--- config.mk ---
export PLATFORM = sky130hd
export DESIGN_NAME = handshake_cmpi_pipelined
export DESIGN_NICKNAME = d
export VERILOG_FILES = /design/src/rtl/handshake_cmpi_pkg.sv /design/src/rtl/handshake_pipe_stage.sv /design/src/rtl/join_type.sv /design/src/rtl/handshake_cmpi_pipelined.sv
export SDC_FILE = /design/constraint.sdc
export NUM_CORES = 1
export LEC_CHECK = 0
export ABC_AREA = 1
export BUFFER_PORTS_ARGS = -buffer_cell sky130_fd_sc_hd__buf_2
export CAP_MARGIN = 15
export CELL_PAD_IN_SITES_DETAIL_PLACEMENT = 0
export CELL_PAD_IN_SITES_GLOBAL_PLACEMENT = 1
export CORE_MARGIN = 5
export CORE_UTILIZATION = 16
export CTS_CLUSTER_SIZE = 24
export DETAILED_ROUTE_END_ITERATION = 10
export GPL_ROUTABILITY_DRIVEN = 0
export GPL_TIMING_DRIVEN = 0
export PLACE_DENSITY = 0.75
export REMOVE_ABC_BUFFERS = 1
export SLEW_MARGIN = 10
export SYNTH_ARGS = -nofsm -noshare
export SYNTH_HDL_FRONTEND = slang
export SYNTH_SLANG_ARGS = --single-unit
--- constraint.sdc ---
create_clock -name clk -period 1.05 [get_ports clk]
set_clock_uncertainty 0.2 [all_clocks]
set_input_delay 0.105 -clock clk [delete_from_list [all_inputs] [get_ports clk]]
set_output_delay 0.105 -clock clk [all_outputs]
set_load 0.01 [all_outputs]
--- src/rtl/handshake_cmpi_pkg.sv ---
`default_nettype none
// ============================================================================
// Module : handshake_cmpi_pkg
// Brief  : Predicate encodings and shared integer-compare evaluation.
// Rev    : 1.0 - initial release
// ============================================================================
package handshake_cmpi_pkg;

    localparam logic [3:0] CMPI_EQ  = 4'd0;
    localparam logic [3:0] CMPI_NE  = 4'd1;
    localparam logic [3:0] CMPI_SLT = 4'd2;
    localparam logic [3:0] CMPI_SLE = 4'd3;
    localparam logic [3:0] CMPI_SGT = 4'd4;
    localparam logic [3:0] CMPI_SGE = 4'd5;
    localparam logic [3:0] CMPI_ULT = 4'd6;
    localparam logic [3:0] CMPI_ULE = 4'd7;
    localparam logic [3:0] CMPI_UGT = 4'd8;
    localparam logic [3:0] CMPI_UGE = 4'd9;

    localparam int c_CMPI_MAX_WIDTH = 64;

    // Operands arrive zero-extended; width selects which bit acts as the sign.
    function automatic logic cmpi_eval(
        input logic [3:0]                  pred,
        input logic [c_CMPI_MAX_WIDTH-1:0] lhs,
        input logic [c_CMPI_MAX_WIDTH-1:0] rhs,
        input logic [6:0]                  width
    );
        logic [c_CMPI_MAX_WIDTH-1:0] w_msb;
        logic w_lsgn;
        logic w_rsgn;
        logic w_eq;
        logic w_ult;
        logic w_slt;
        logic w_res;
        w_msb  = 64'd1 << (width - 7'd1);
        w_lsgn = |(lhs & w_msb);
        w_rsgn = |(rhs & w_msb);
        w_eq   = (lhs == rhs);
        w_ult  = (lhs < rhs);
        // Same sign: magnitude order equals two's-complement order.
        w_slt  = (w_lsgn != w_rsgn) ? w_lsgn : w_ult;
        case (pred)
            CMPI_EQ:  w_res = w_eq;
            CMPI_NE:  w_res = !w_eq;
            CMPI_SLT: w_res = w_slt;
            CMPI_SLE: w_res = w_slt | w_eq;
            CMPI_SGT: w_res = !(w_slt | w_eq);
            CMPI_SGE: w_res = !w_slt;
            CMPI_ULT: w_res = w_ult;
            CMPI_ULE: w_res = w_ult | w_eq;
            CMPI_UGT: w_res = !(w_ult | w_eq);
            CMPI_UGE: w_res = !w_ult;
            default:  w_res = 1'b0;
        endcase
        return w_res;
    endfunction

endpackage
`default_nettype wire

--- src/rtl/handshake_pipe_stage.sv ---
`default_nettype none
// ============================================================================
// Module : handshake_pipe_stage
// Brief  : Bubble-collapsing valid/data register with enable chain in/out.
// Rev    : 1.0 - initial release
// ============================================================================
module handshake_pipe_stage #(
    parameter int WIDTH = 1
) (
    input  logic             clk,
    input  logic             rst,
    input  logic             i_en_next,
    output logic             o_en,
    input  logic             i_valid,
    input  logic [WIDTH-1:0] i_data,
    output logic             o_valid,
    output logic [WIDTH-1:0] o_data
);

    logic             r_valid;
    logic [WIDTH-1:0] r_data;

    // An empty stage can always absorb, even while downstream is stalled.
    assign o_en = !r_valid | i_en_next;

    always_ff @(posedge clk) begin
        if (rst) begin
            r_valid <= 1'b0;
            r_data  <= '0;
        end else if (o_en) begin
            r_valid <= i_valid;
            if (i_valid) begin
                r_data <= i_data;
            end
        end
    end

    assign o_valid = r_valid;
    assign o_data  = r_data;

endmodule
`default_nettype wire

--- src/rtl/join_type.sv ---
`default_nettype none
// ============================================================================
// Module : join_type
// Brief  : N-input valid/ready join; each input is ready only when all others
//          are valid and the output is ready.
// Rev    : 1.0 - initial release
// ============================================================================
module join_type #(
    parameter int SIZE = 2
) (
    input  logic [SIZE-1:0] i_ins_valid,
    input  logic            i_outs_ready,
    output logic            o_outs_valid,
    output logic [SIZE-1:0] o_ins_ready
);

    assign o_outs_valid = &i_ins_valid;

    for (genvar i = 0; i < SIZE; i++) begin : g_ready
        assign o_ins_ready[i] = i_outs_ready & (&(i_ins_valid | (SIZE'(1) << i)));
    end

endmodule
`default_nettype wire

--- src/rtl/handshake_cmpi_pipelined.sv ---
`default_nettype none
// ============================================================================
// Module : handshake_cmpi_pipelined
// Brief  : Elastic integer comparator with LATENCY bubble-collapsing stages.
// Rev    : 1.0 - initial release
// ============================================================================
module handshake_cmpi_pipelined
    import handshake_cmpi_pkg::*;
#(
    parameter int DATA_TYPE = 32,
    parameter int PREDICATE = 0,
    parameter int LATENCY   = 1
) (
    input  logic                 clk,
    input  logic                 rst,
    input  logic [DATA_TYPE-1:0] lhs,
    input  logic                 lhs_valid,
    input  logic [DATA_TYPE-1:0] rhs,
    input  logic                 rhs_valid,
    input  logic                 result_ready,
    output logic                 result,
    output logic                 result_valid,
    output logic                 lhs_ready,
    output logic                 rhs_ready
);

    localparam logic [3:0] c_PRED  = 4'(PREDICATE);
    localparam logic [6:0] c_WIDTH = 7'(DATA_TYPE);

    if ((PREDICATE < 0) || (PREDICATE > 9) || (LATENCY < 1) || (LATENCY > 8) ||
        (DATA_TYPE < 1) || (DATA_TYPE > c_CMPI_MAX_WIDTH)) begin : g_param_check
        $error("handshake_cmpi_pipelined: illegal PREDICATE/LATENCY/DATA_TYPE");
    end

    logic               w_accept;
    logic               w_join_valid;
    logic [1:0]         w_join_ready;
    logic               w_fire;
    logic               w_cmp;
    logic [LATENCY-1:0] w_v;
    logic [LATENCY-1:0] w_r;

    join_type #(.SIZE(2)) u_join (
        .i_ins_valid  ({rhs_valid, lhs_valid}),
        .i_outs_ready (w_accept),
        .o_outs_valid (w_join_valid),
        .o_ins_ready  (w_join_ready)
    );

    assign lhs_ready = w_join_ready[0];
    assign rhs_ready = w_join_ready[1];
    assign w_fire    = w_join_valid & w_accept;
    assign w_cmp     = cmpi_eval(c_PRED, 64'(lhs), 64'(rhs), c_WIDTH);

    // Each stage holds its own enable so the ready chain never feeds back
    // through a shared vector.
    for (genvar k = 0; k < LATENCY; k++) begin : g_stage
        logic w_en;
        logic w_en_next;
        logic w_in_valid;
        logic w_in_data;

        if (k == LATENCY - 1) begin : g_tail
            assign w_en_next = result_ready;
        end else begin : g_link
            assign w_en_next = g_stage[k + 1].w_en;
        end

        if (k == 0) begin : g_head
            assign w_in_valid = w_fire;
            assign w_in_data  = w_cmp;
        end else begin : g_body
            assign w_in_valid = w_v[k - 1];
            assign w_in_data  = w_r[k - 1];
        end

        handshake_pipe_stage #(.WIDTH(1)) u_stage (
            .clk       (clk),
            .rst       (rst),
            .i_en_next (w_en_next),
            .o_en      (w_en),
            .i_valid   (w_in_valid),
            .i_data    (w_in_data),
            .o_valid   (w_v[k]),
            .o_data    (w_r[k])
        );
    end

    assign w_accept     = g_stage[0].w_en & ~rst;
    assign result       = w_r[LATENCY-1];
    assign result_valid = w_v[LATENCY-1];

endmodule
`default_nettype wire

Yosys cells after proc, flatten, opt, wreduce, memory -nomap -nowiden. Index checks and enable logic that the tools add are counted.

Bits in registers: 2. Output and inout port bits: 4. Logic and storage cells: 12.

Equality and inequality tests: 1. Bitwise operators: 6. Reduce and logical (&&, ||, !) cells: 3.

Operator list (number): 32-bit equality test (1); 1-bit bitwise AND (4); 2-bit AND reduction (2); 1-bit logical NOT (1); 1-bit inverter (1); 1-bit bitwise OR (1).

Depth between registers and ports, before layout.
Word-level depth: 5. Depth in mapped cells: 10. Mapped depth without buffers: 10.

Modules after synthesis. Synthesis repeated with hierarchy kept, for this count alone.

Cell total of the unflattened synthesis: 189. Area, all modules: 772.0 sq um.

By module, submodules not included: handshake_cmpi_pipelined (instances 1, cells each 171, area an instance 660.6 sq um); handshake_pipe_stage (instances 1, cells each 12, area an instance 88.8 sq um); join_type (instances 1, cells each 6, area an instance 22.5 sq um).

Worst setup path after synthesis. Ideal clock, no wire load.

Path kind: register -> register. Start point: register g_stage[0].u_stage.r_valid. End point: register g_stage[0].u_stage.r_data. Data arrival time: 0.787 ns. Data required time: 0.728 ns. Path slack: -0.059 ns. Stages on the path, launching flop included: 6. Path buffers: 0. Clock period less this slack: 1.109 ns. Path through: dfxtp_1 nand2_1 nand2_1 nor2_1 o21ai_0 a21oi_2.

Longest elaborated chain between the ends: 5.

Ends and longest elaborated chain: from (decl) (RTL line handshake_pipe_stage.sv:20) `logic r_valid;`; from (signal assigned) (RTL line handshake_pipe_stage.sv:31) `r_valid <= i_valid;`; 1-bit logical NOT (*) (RTL line handshake_pipe_stage.sv:24) `assign o_en = !r_valid | i_en_next;`; 1-bit bitwise OR (*) (RTL line handshake_pipe_stage.sv:24); 1-bit bitwise AND (RTL line handshake_cmpi_pipelined.sv:89) `assign w_accept = g_stage[0].w_en & ~rst;`; 1-bit bitwise AND (RTL line handshake_cmpi_pipelined.sv:52) `assign w_fire = w_join_valid & w_accept;`; 2-bit AND reduction (no source line) (*); to (signal assigned) (RTL line handshake_pipe_stage.sv:33) `r_data <= i_data;`; to (decl) (RTL line handshake_pipe_stage.sv:21) `logic [WIDTH-1:0] r_data;`.

Mark *: on every way between the ends. The rest lies on a longest branch, timed or not. A chain may end at the register's enable or synchronous reset.

Worst setup path after layout.
Start point: register g_stage[0].u_stage.r_valid. End point: output lhs_ready.

Longest elaborated chain between the ends: 4.

Ends and longest elaborated chain: 1-bit logical NOT (RTL line handshake_pipe_stage.sv:24); 1-bit bitwise OR (RTL line handshake_pipe_stage.sv:24); 1-bit bitwise AND (RTL line handshake_cmpi_pipelined.sv:89); 1-bit bitwise AND (RTL line join_type.sv:20) `assign o_ins_ready[i] = i_outs_ready & (&(i_ins_valid | (SIZE'(1) << i)));`; to (decl) (RTL line handshake_cmpi_pipelined.sv:23) `output logic lhs_ready,`.

No other way between the ends.

==> out/qor.csv <==
stage;metric;value;unit
final_layout;area_growth;79.59;%
logic_synthesis;synth_most_common_cell;nand2_1;
logic_synthesis;ys_top_cells_by_area;nand2_1 35%, xnor2_1 30%, inv_1 17%;
logic_synthesis;yosys.area.top_type;nand2_1;
clock_tree;cts_tree;built;
logic_synthesis;netlist_instances;124;
min_path;min_path_type;in2reg;
placed_design;io_buffers;72;
drt;route.detailed.drc;0;
final_layout;final_layout_size_suffix_gt1_share;39.80;%
pwr;power.density;646.1;nW/µm²
drt;avgViaCountPerCell;3.510;
logic_synthesis;ys.flop_type;dfxtp_1;
sta;finalSetupTns;-0.2790;ns
pwr;peakVddDrop;319.0;µV
logic_synthesis;synth_common_cells;57 x nand2_1, 28 x inv_1, 21 x xnor2_1;
drt;first_pass_iters;2;
global_route;grt_max_degree;4;
sta;finalMaxSlewViolations;0;
run_status;violations;negative hold slack, negative setup slack;
logic_synthesis;netlist_area;613.1;µm²
run_status;status;finished with violations;
drt;routedWlPerCell;7.365;µm
flow_run;drv_cap;0;
floorplanning;boundaryPins;73;
setup_path;crit_fanout;3;
final_layout;final_area;1101;µm²
drt;vias;874;
clock_tree;cts_setup_buffers;0;
logic_synthesis;synthArstFlopShare;0;%
setup_path;startpoint_type;flop;
setup_path;worstPathRequired;0.74;ns
logic_synthesis;avgSynthCellArea;4.944;µm²
placed_design;dpl.hpwl;1.638;mm
setup_path;setup.worst_path.class;reg2out;
placed_design;pre_cts_ws;-0.1129;ns
sta;post-route-min-period;1.185;ns
floorplanning;row_count;22;
sta;layout_setup_ws;-0.1354;ns
pwr;leakage;0.6827;nW
sta;whs;-0.006096;ns
logic_synthesis;synth-seq-cells;2;
clock_tree;cts.clk_slew.worst_paths;0.03;ns
sta;finalHoldViolations;1;
drt;antenna_left;0;
final_layout;nets;272;
setup_path;cp-end-kind;primary output;
clock_tree;cts_buffers;3;
floorplanning;coreArea;3689;µm²
sta;fmax;843.6;MHz
global_route;grt_first_pass_wirelength;2.739;mm
global_route;grt_pass1_vias;748;
sta;setup_viol;3;
floorplanning;die_y;71.90;µm
placed_design;placed_area;1033;µm²
logic_synthesis;yosys_warnings;0;
logic_synthesis;ys_seq_area_share;6.531;%
final_layout;antenna_cells;0;
global_route;antenna_found_initial;0;
clock_tree;cts_root_buf;clkbuf_8;
floorplanning;die-area;5170;µm²
sta;fin_crit_sh;112.9;%
drt;drt_iter0_markers;9;
clock_tree;clkLatencyLatePin;0.21;ns
global_route;track_usage;6.302;%
sta;worst_pin_slew;0.1936;ns
drt;totalWireLength;1.834;mm
global_route;globalRoute.totalOverflow;0;
final_layout;nFillCells;449;
sta;slew_headroom;86.95;%
clock_tree;cts.htree.levels;1;
logic_synthesis;synth_edf_count;0;
clock_tree;clock_sinks;2;
sta;rsz0062_at_grt;yes;
floorplanning;start_util;16.62;%
logic_synthesis;synth_top_area_share;34.90;%
setup_path;worst_ep_arrival_time;0.88;ns
clock_tree;clk_path_buf_depth;2;
floorplanning;fp.dieW;71.90;µm
logic_synthesis;yosysUniqueCellTypes;9;
==> cells in the final DEF (no fill, tap or decap) <==
cell type and count:
a21oi_1 1, a21oi_2 1, buf_2 72, clkbuf_8 3
dfxtp_1 1, dfxtp_2 1, dlygate4sd3_1 2, inv_1 28
nand2_1 55, nand2_2 2, nor2_1 12, nor2_2 1
o21ai_0 1, xnor2_1 21
==> what timing repair did <==
action / 4_1_cts / 5_1_grt
hold buffers: 2 / 0
pin swaps: 1 / 0
endpoints found under the hold margin: 1 / 0
setup endpoints to repair: 3 / 3
resized for setup: 3 / 0
==> final timing paths <==
check | cells after the start | to | slack, ns | start
max | 4 | lhs_ready | -0.14 | g_stage[0].u_stage.o_valid$_SDFFE_PP0P_
min | 4 | g_stage[0].u_stage.o_valid$_SDFFE_PP0P_ | -0.006 | result_ready
max reg2reg | 5 | g_stage[0].u_stage.o_data$_SDFFE_PP0P_ | -0.02 | g_stage[0].u_stage.o_valid$_SDFFE_PP0P_
min reg2reg | 2 | g_stage[0].u_stage.o_valid$_SDFFE_PP0P_ | 0.29 | g_stage[0].u_stage.o_valid$_SDFFE_PP0P_
==> per-layer routing <==
metal,vias up,GRT usage [%],part of all wire [%]
li1,501,-,-
met1,327,6.193,38
met2,46,12.65,48
met3,0,1.662,15
met4,0,1.879,0
met5,-,0,0
==> cells by family (layout without fill, tap and decap cells) <==
family / after synthesis / after routing / share of synthesized area [%]
flops: 2 / 2 / 6.531
xor+xnor: 21 / 21 / 30.00
buf+inv: 28 / 105 / 17.14
simple gates: 70 / 70 / 43.27
compound gates: 3 / 3 / 3.060
==> worst max-delay path, cell delays in order, from the launching register on <==
cell and delay, ns:
dfxtp_2 0.31, nand2_2 0.07, nand2_2 0.07, nor2_1 0.09, buf_2 0.14
==> sequential cells by signal, indices dropped and copies added (netlist names) <==
name,flops
g_stage.u_stage.o_data,1
g_stage.u_stage.o_valid,1
==> area by class of cell <==
type                    count  area [µm²]  share of cell area (%)
inverters                  28       105.1                   9.545
multi-input cells          94       473.0                   42.95
clock buffers               3       41.29                   3.750
well taps                  48       60.06                   5.455
flip-flops and latches      2       41.29                   3.750
repair buffers             74       380.4                   34.55
==> report_power, final <==
| group | internal, mW | switching [mW] | leakage [nW] | total, mW |
|---|---|---|---|---|
| combinational | 0.194 | 0.142 | 0.644 | 0.336 |
| sequential | 0.0811 | 0.00208 | 0.0168 | 0.0832 |
| clock | 0.241 | 0.0504 | 0.0216 | 0.292 |
==> stage by stage <==
step | hold slack (ns) | cells | total power [mW] | util (%)
2_1_floorplan | -0.02593 | 124 | 0.2476 | -
3_3_place_gp | 0.08061 | 244 | 0.4134 | 28.02
5_1_grt | 0.02164 | 249 | 0.7677 | 29.85
3_5_place_dp | 0.08134 | 244 | 0.4151 | 28.02
4_1_cts | -0.02423 | 249 | 0.7229 | 29.85
6_report | -0.006096 | 249 | 0.7114 | 29.85
Note: power is estimated with default switching activity, not from simulation.
